`config.mk`:
```
export PLATFORM = sky130hd
export DESIGN_NAME = gpio_in_debounce
export DESIGN_NICKNAME = d
export VERILOG_FILES = /design/src/rtl/gpio_in_debounce.sv
export SDC_FILE = /design/constraint.sdc
export NUM_CORES = 1
export LEC_CHECK = 0
export ABC_AREA = 0
export CAP_MARGIN = 20
export CORE_MARGIN = 2
export CORE_UTILIZATION = 48
export DETAILED_ROUTE_END_ITERATION = 6
export SLEW_MARGIN = 20
export SYNTH_ARGS = -nofsm -noshare
export SYNTH_HDL_FRONTEND = slang
export SYNTH_SLANG_ARGS = --single-unit
```
`constraint.sdc`:
```
create_clock -name clk50 -period 2.53 [get_ports clk50]
set_clock_uncertainty 0.1 [all_clocks]
set_input_delay 0.506 -clock clk50 [delete_from_list [all_inputs] [get_ports clk50]]
set_output_delay 0.506 -clock clk50 [all_outputs]
set_load 0.01 [all_outputs]
```
`src/rtl/gpio_in_debounce.sv`:
```
// rtl/gpio_in_debounce.sv - synchronised, debounced GPIO inputs with sticky edge flags and read-to-clear port
module gpio_in_debounce #(
    parameter int               WIDTH           = 8,
    parameter int               DEBOUNCE_CYCLES = 500000,
    parameter int               CNT_W           = 20,
    parameter logic [WIDTH-1:0] INIT            = '0
) (
    input  logic             clk50,
    input  logic             rst,
    input  logic [WIDTH-1:0] pins,
    input  logic             rd_en,
    input  logic [1:0]       rd_sel,
    output logic [WIDTH-1:0] rd_data,
    output logic             rd_valid,
    output logic [WIDTH-1:0] level,
    output logic             irq
);

    // Counter value on which a still-differing sample is accepted as the new level.
    localparam logic [CNT_W-1:0] CNT_LAST = CNT_W'(DEBOUNCE_CYCLES - 1);

    localparam logic [1:0] SEL_LEVEL = 2'd0;
    localparam logic [1:0] SEL_RISE  = 2'd1;
    localparam logic [1:0] SEL_FALL  = 2'd2;
    localparam logic [1:0] SEL_ANY   = 2'd3;

    logic [WIDTH-1:0] sync1_q, sync1_d;
    logic [WIDTH-1:0] sync2_q, sync2_d;
    logic [WIDTH-1:0] level_q, level_d;
    logic [CNT_W-1:0] cnt_q [WIDTH];
    logic [CNT_W-1:0] cnt_d [WIDTH];
    logic [WIDTH-1:0] rise_q, rise_d;
    logic [WIDTH-1:0] fall_q, fall_d;
    logic [WIDTH-1:0] rd_data_q, rd_data_d;
    logic             rd_valid_q, rd_valid_d;

    logic [WIDTH-1:0] set_rise;
    logic [WIDTH-1:0] set_fall;
    logic [WIDTH-1:0] clr_rise;
    logic [WIDTH-1:0] clr_fall;
    logic [WIDTH-1:0] sel_val;

    // Two-flop synchroniser; only the second stage is allowed to feed logic.
    always_comb begin
        sync1_d = pins;
        sync2_d = sync1_q;
    end

    // Per-bit debounce: count consecutive samples that disagree with the level,
    // accept the new value on the last count and raise the matching event.
    always_comb begin
        level_d  = level_q;
        set_rise = '0;
        set_fall = '0;
        for (int i = 0; i < WIDTH; i++) begin
            cnt_d[i] = '0;
            if (sync2_q[i] != level_q[i]) begin
                if (cnt_q[i] == CNT_LAST) begin
                    level_d[i] = sync2_q[i];
                    if (sync2_q[i]) begin
                        set_rise[i] = 1'b1;
                    end else begin
                        set_fall[i] = 1'b1;
                    end
                end else begin
                    cnt_d[i] = cnt_q[i] + 1'b1;
                end
            end
        end
    end

    // Read mux and clear masks; a clear only drops bits that were actually returned.
    always_comb begin
        sel_val  = '0;
        clr_rise = '0;
        clr_fall = '0;
        case (rd_sel)
            SEL_LEVEL: sel_val = level_q;
            SEL_RISE: begin
                sel_val  = rise_q;
                clr_rise = rd_en ? rise_q : '0;
            end
            SEL_FALL: begin
                sel_val  = fall_q;
                clr_fall = rd_en ? fall_q : '0;
            end
            SEL_ANY: begin
                sel_val  = rise_q | fall_q;
                clr_rise = rd_en ? rise_q : '0;
                clr_fall = rd_en ? fall_q : '0;
            end
            default: sel_val = '0;
        endcase
    end

    // Sticky flags: a new event at the same edge as a clear wins, so none is lost.
    always_comb begin
        rise_d     = (rise_q & ~clr_rise) | set_rise;
        fall_d     = (fall_q & ~clr_fall) | set_fall;
        rd_data_d  = rd_en ? sel_val : rd_data_q;
        rd_valid_d = rd_en;
    end

    // State registers; reset discards any count in progress without reporting an edge.
    always_ff @(posedge clk50) begin
        if (rst) begin
            sync1_q    <= '0;
            sync2_q    <= '0;
            level_q    <= INIT;
            rise_q     <= '0;
            fall_q     <= '0;
            rd_data_q  <= '0;
            rd_valid_q <= 1'b0;
            for (int i = 0; i < WIDTH; i++) begin
                cnt_q[i] <= '0;
            end
        end else begin
            sync1_q    <= sync1_d;
            sync2_q    <= sync2_d;
            level_q    <= level_d;
            rise_q     <= rise_d;
            fall_q     <= fall_d;
            rd_data_q  <= rd_data_d;
            rd_valid_q <= rd_valid_d;
            for (int i = 0; i < WIDTH; i++) begin
                cnt_q[i] <= cnt_d[i];
            end
        end
    end

    // Outputs come straight from flops; irq is a plain OR of the flag flops.
    always_comb begin
        rd_data  = rd_data_q;
        rd_valid = rd_valid_q;
        level    = level_q;
        irq      = |(rise_q | fall_q);
    end

endmodule

```
==> impl_metrics.py <==
metrics = {
    "hold_path": {
        "holdCritPathClass": "input port to flop",
        "hp-start": "rst",
        "min_delay_worst_endpoint": "sync1_q[7]",
        "holdPathStages": 2,
    },
    "drt": {
        "via_count": 7171,
        "wl_met2_mm": 7.81,
        "wl_per_cell_um": 13.9,
        "wl_met3_um": 787,
        "postRouteAntennaNets": 0,
        "viasPerCell": 5.44,
        "drc": 0,
        "wirelength_mm": 18.3,
        "drtIter0Drc": 279,
        "top_layer": "met4",
        "met1_length_mm": 9.30,
        "drt_pass1_iterations": 4,
    },
    "clocking": {
        "htreeDepth": 1,
        "clock-sinks": 209,
        "cts.clk_slew.worst_paths_ns": 0.06,
        "hold_buffers": 0,
        "clock_path_buffers": 3,
        "numCtsBuffers": 23,
        "cts_resized": 0,
        "post_cts_buffers": 0,
        "worstSkewPairLatency_ns": 0.50,
        "root_buffer": "clkbuf_16",
        "tritoncts": "yes",
    },
    "synthesis": {
        "ys_seq_area_share_pct": 45.8,
        "synthArstFlopShare_pct": 0,
        "synth_cells": 1028,
        "syn_area_mm2": 0.00913,
        "yosys_warnings": 0,
        "syn_avg_cell_area_um2": 8.88,
        "synth_edf_count": 0,
        "synth.distinct_cells": 46,
        "syn_nets": 1049,
        "synth-main-ff-cell": "dfxtp_1",
        "synth-seq-cells": 209,
    },
    "cells_and_area": {
        "drive_gt1_share_pct": 7.66,
        "fillers": 1763,
        "diodes": 0,
        "syn_to_final_growth_pct": 14.6,
        "layout_common_cells": "dfxtp_1 (209), nor2_1 (141), nand2_1 (68)",
        "seq_area_mm2": 0.00418,
        "final_common_cell": "dfxtp_1",
        "multi_input_area_mm2": 0.00469,
        "finalNetCount": 1089,
    },
    "global_route": {
        "grt_pass1_wl_mm": 32.0,
        "grt_overflow": 0,
        "grt_pass1_vias": 6610,
        "antenna_found_initial": 0,
        "grt_max_degree": 21,
        "track_usage_pct": 18.7,
    },
    "flow_run": {
        "cap_violations": 0,
    },
    "sta": {
        "drv_slew": 0,
        "tightestPinTransition_ns": 0.590,
        "min_period_ns": 2.38,
        "finalWorstSetupSlack_ns": 0.148,
        "slew-limit-headroom_pct": 60.3,
        "fmax_mhz": 420,
        "final_hold_viol_count": 0,
        "setup_viol": 0,
        "fin_hold_ws_ns": 0.324,
        "rsz0062_at_grt": "false",
        "min_period_over_period_pct": 94.2,
        "fin_setup_tns_ns": 0,
    },
    "worst_setup_path": {
        "timing.rr.start": "cnt_q[0][28]",
        "worst_setup_path_start_kind": "flop",
        "path_class": "flop to output port",
        "setup.reg_to_reg.worst_slack_ns": 0.40,
        "crit_arrival_ns": 1.78,
        "path_max_fanout": 3,
        "end_kind": "output port",
        "worst_r2r_endpoint": "cnt_q[0][39]",
        "critPathRequiredTime_ns": 1.92,
        "reg2reg_depth": 4,
    },
    "floorplanning": {
        "fp.dieH_um": 142,
        "die_area_mm2": 0.0201,
        "ios": 31,
        "start_util_pct": 48.8,
        "die_w_um": 142,
        "coreArea_mm2": 0.0187,
        "rows": 50,
    },
    "outcome": {
        "status": "completed",
    },
    "power_and_ir_drop": {
        "vdd_drop_max_uv": 403,
        "powerDensity_mw_per_mm2": 643,
        "leakagePower_nw": 3.24,
        "fin_total_pwr_mw": 6.72,
    },
    "place": {
        "dp_hpwl_mm": 12.6,
        "place.gp.congestion": 0.849,
        "dp_slack_ns": 0.433,
        "io_buffers": 30,
    },
}
[stage by stage]
step,util (%),std cells,cell area [um2]
after floorplan,-,1028,9130
after global placement,51.9,1277,9710
after detailed placement,51.9,1277,9710
after CTS,55.9,1317,10500
after global routing,55.9,1317,10500
final,55.9,1317,10500
[state kept, by name (all words and copies together) (netlist names)]
signal	cells
cnt_q	160
rise_q	8
sync2_q	8
sync1_q	8
rd_valid	1
rd_data	8
level	8
fall_q	8
[critical path, cell delays in order (launching register included)]
cell and delay [ns]:
dfxtp_1 0.34, nor4_2 0.28, nand4_1 0.12, clkdlybuf4s50_1 0.54
[worst max path at each step]
stage                             from           end  slack [ns]
after global routing         rise_q[4]           irq        0.01
after floorplan            cnt_q[0][7]  cnt_q[0][12]        0.52
after global placement    cnt_q[0][28]  cnt_q[0][37]        0.47
final                        rise_q[4]           irq        0.15
after detailed placement  cnt_q[0][28]  cnt_q[0][39]        0.43
after CTS                    rise_q[4]           irq        0.07
[cell type report]
| type | instances | share of cell area (%) |
|---|---|---|
| Multi-Input combinational cell | 758 | 44.8 |
| Sequential cell | 209 | 40.0 |
| Clock buffer | 34 | 6.47 |
| Timing Repair Buffer | 53 | 4.47 |
| Tap cell | 234 | 2.80 |
| Inverter | 23 | 0.826 |
| Clock inverter | 6 | 0.586 |
[cell usage after synthesis (all sizes together) (6+ instances only)]
cell type,instances,share of area [%]
a21oi,64,3.5
or3,23,1.6
or4,24,2.0
nor4,21,1.6
xnor2,54,5.2
nand2,68,2.8
ha,8,1.1
o31ai,18,1.5
dfxtp,209,46
buf,14,0.93
a22oi,8,0.66
nor4b,8,0.90
inv,23,0.95
o21ai,26,1.5
nand3,57,3.1
and4,24,2.3
xor2,57,5.5
a21bo,6,0.66
nand4,50,3.8
nor2,141,5.8
a311oi,8,0.77
clkbuf,24,0.99
or4b,7,0.77
and3,15,1.0
nor3,21,1.2
nor2b,17,1.2
nand4b,14,1.3
[layer usage]
layer	track usage, %	vias to the layer above
li1	-	3771
met1	27.2	3274
met2	28.7	97
met3	3.31	29
met4	5.16	0
met5	0	-
[cells by family after synthesis]
kind of cell	after synthesis	share of synthesized area, %
AOI/OAI and AO/OA	137	9.16
xor gates and xnor gates	111	10.7
adders and majority gates	8	1.10
buffers and inverters	61	2.86
DFF	209	45.8
and+or+nand+nor	502	30.4
[where the power goes]
group	switching [mW]	internal (mW)
registers	0.0156	3.31
clock network	1.31	1.94
logic	0.0744	0.0615
total	1.40	5.32
No activity file was read; power rests on OpenSTA's default activity.
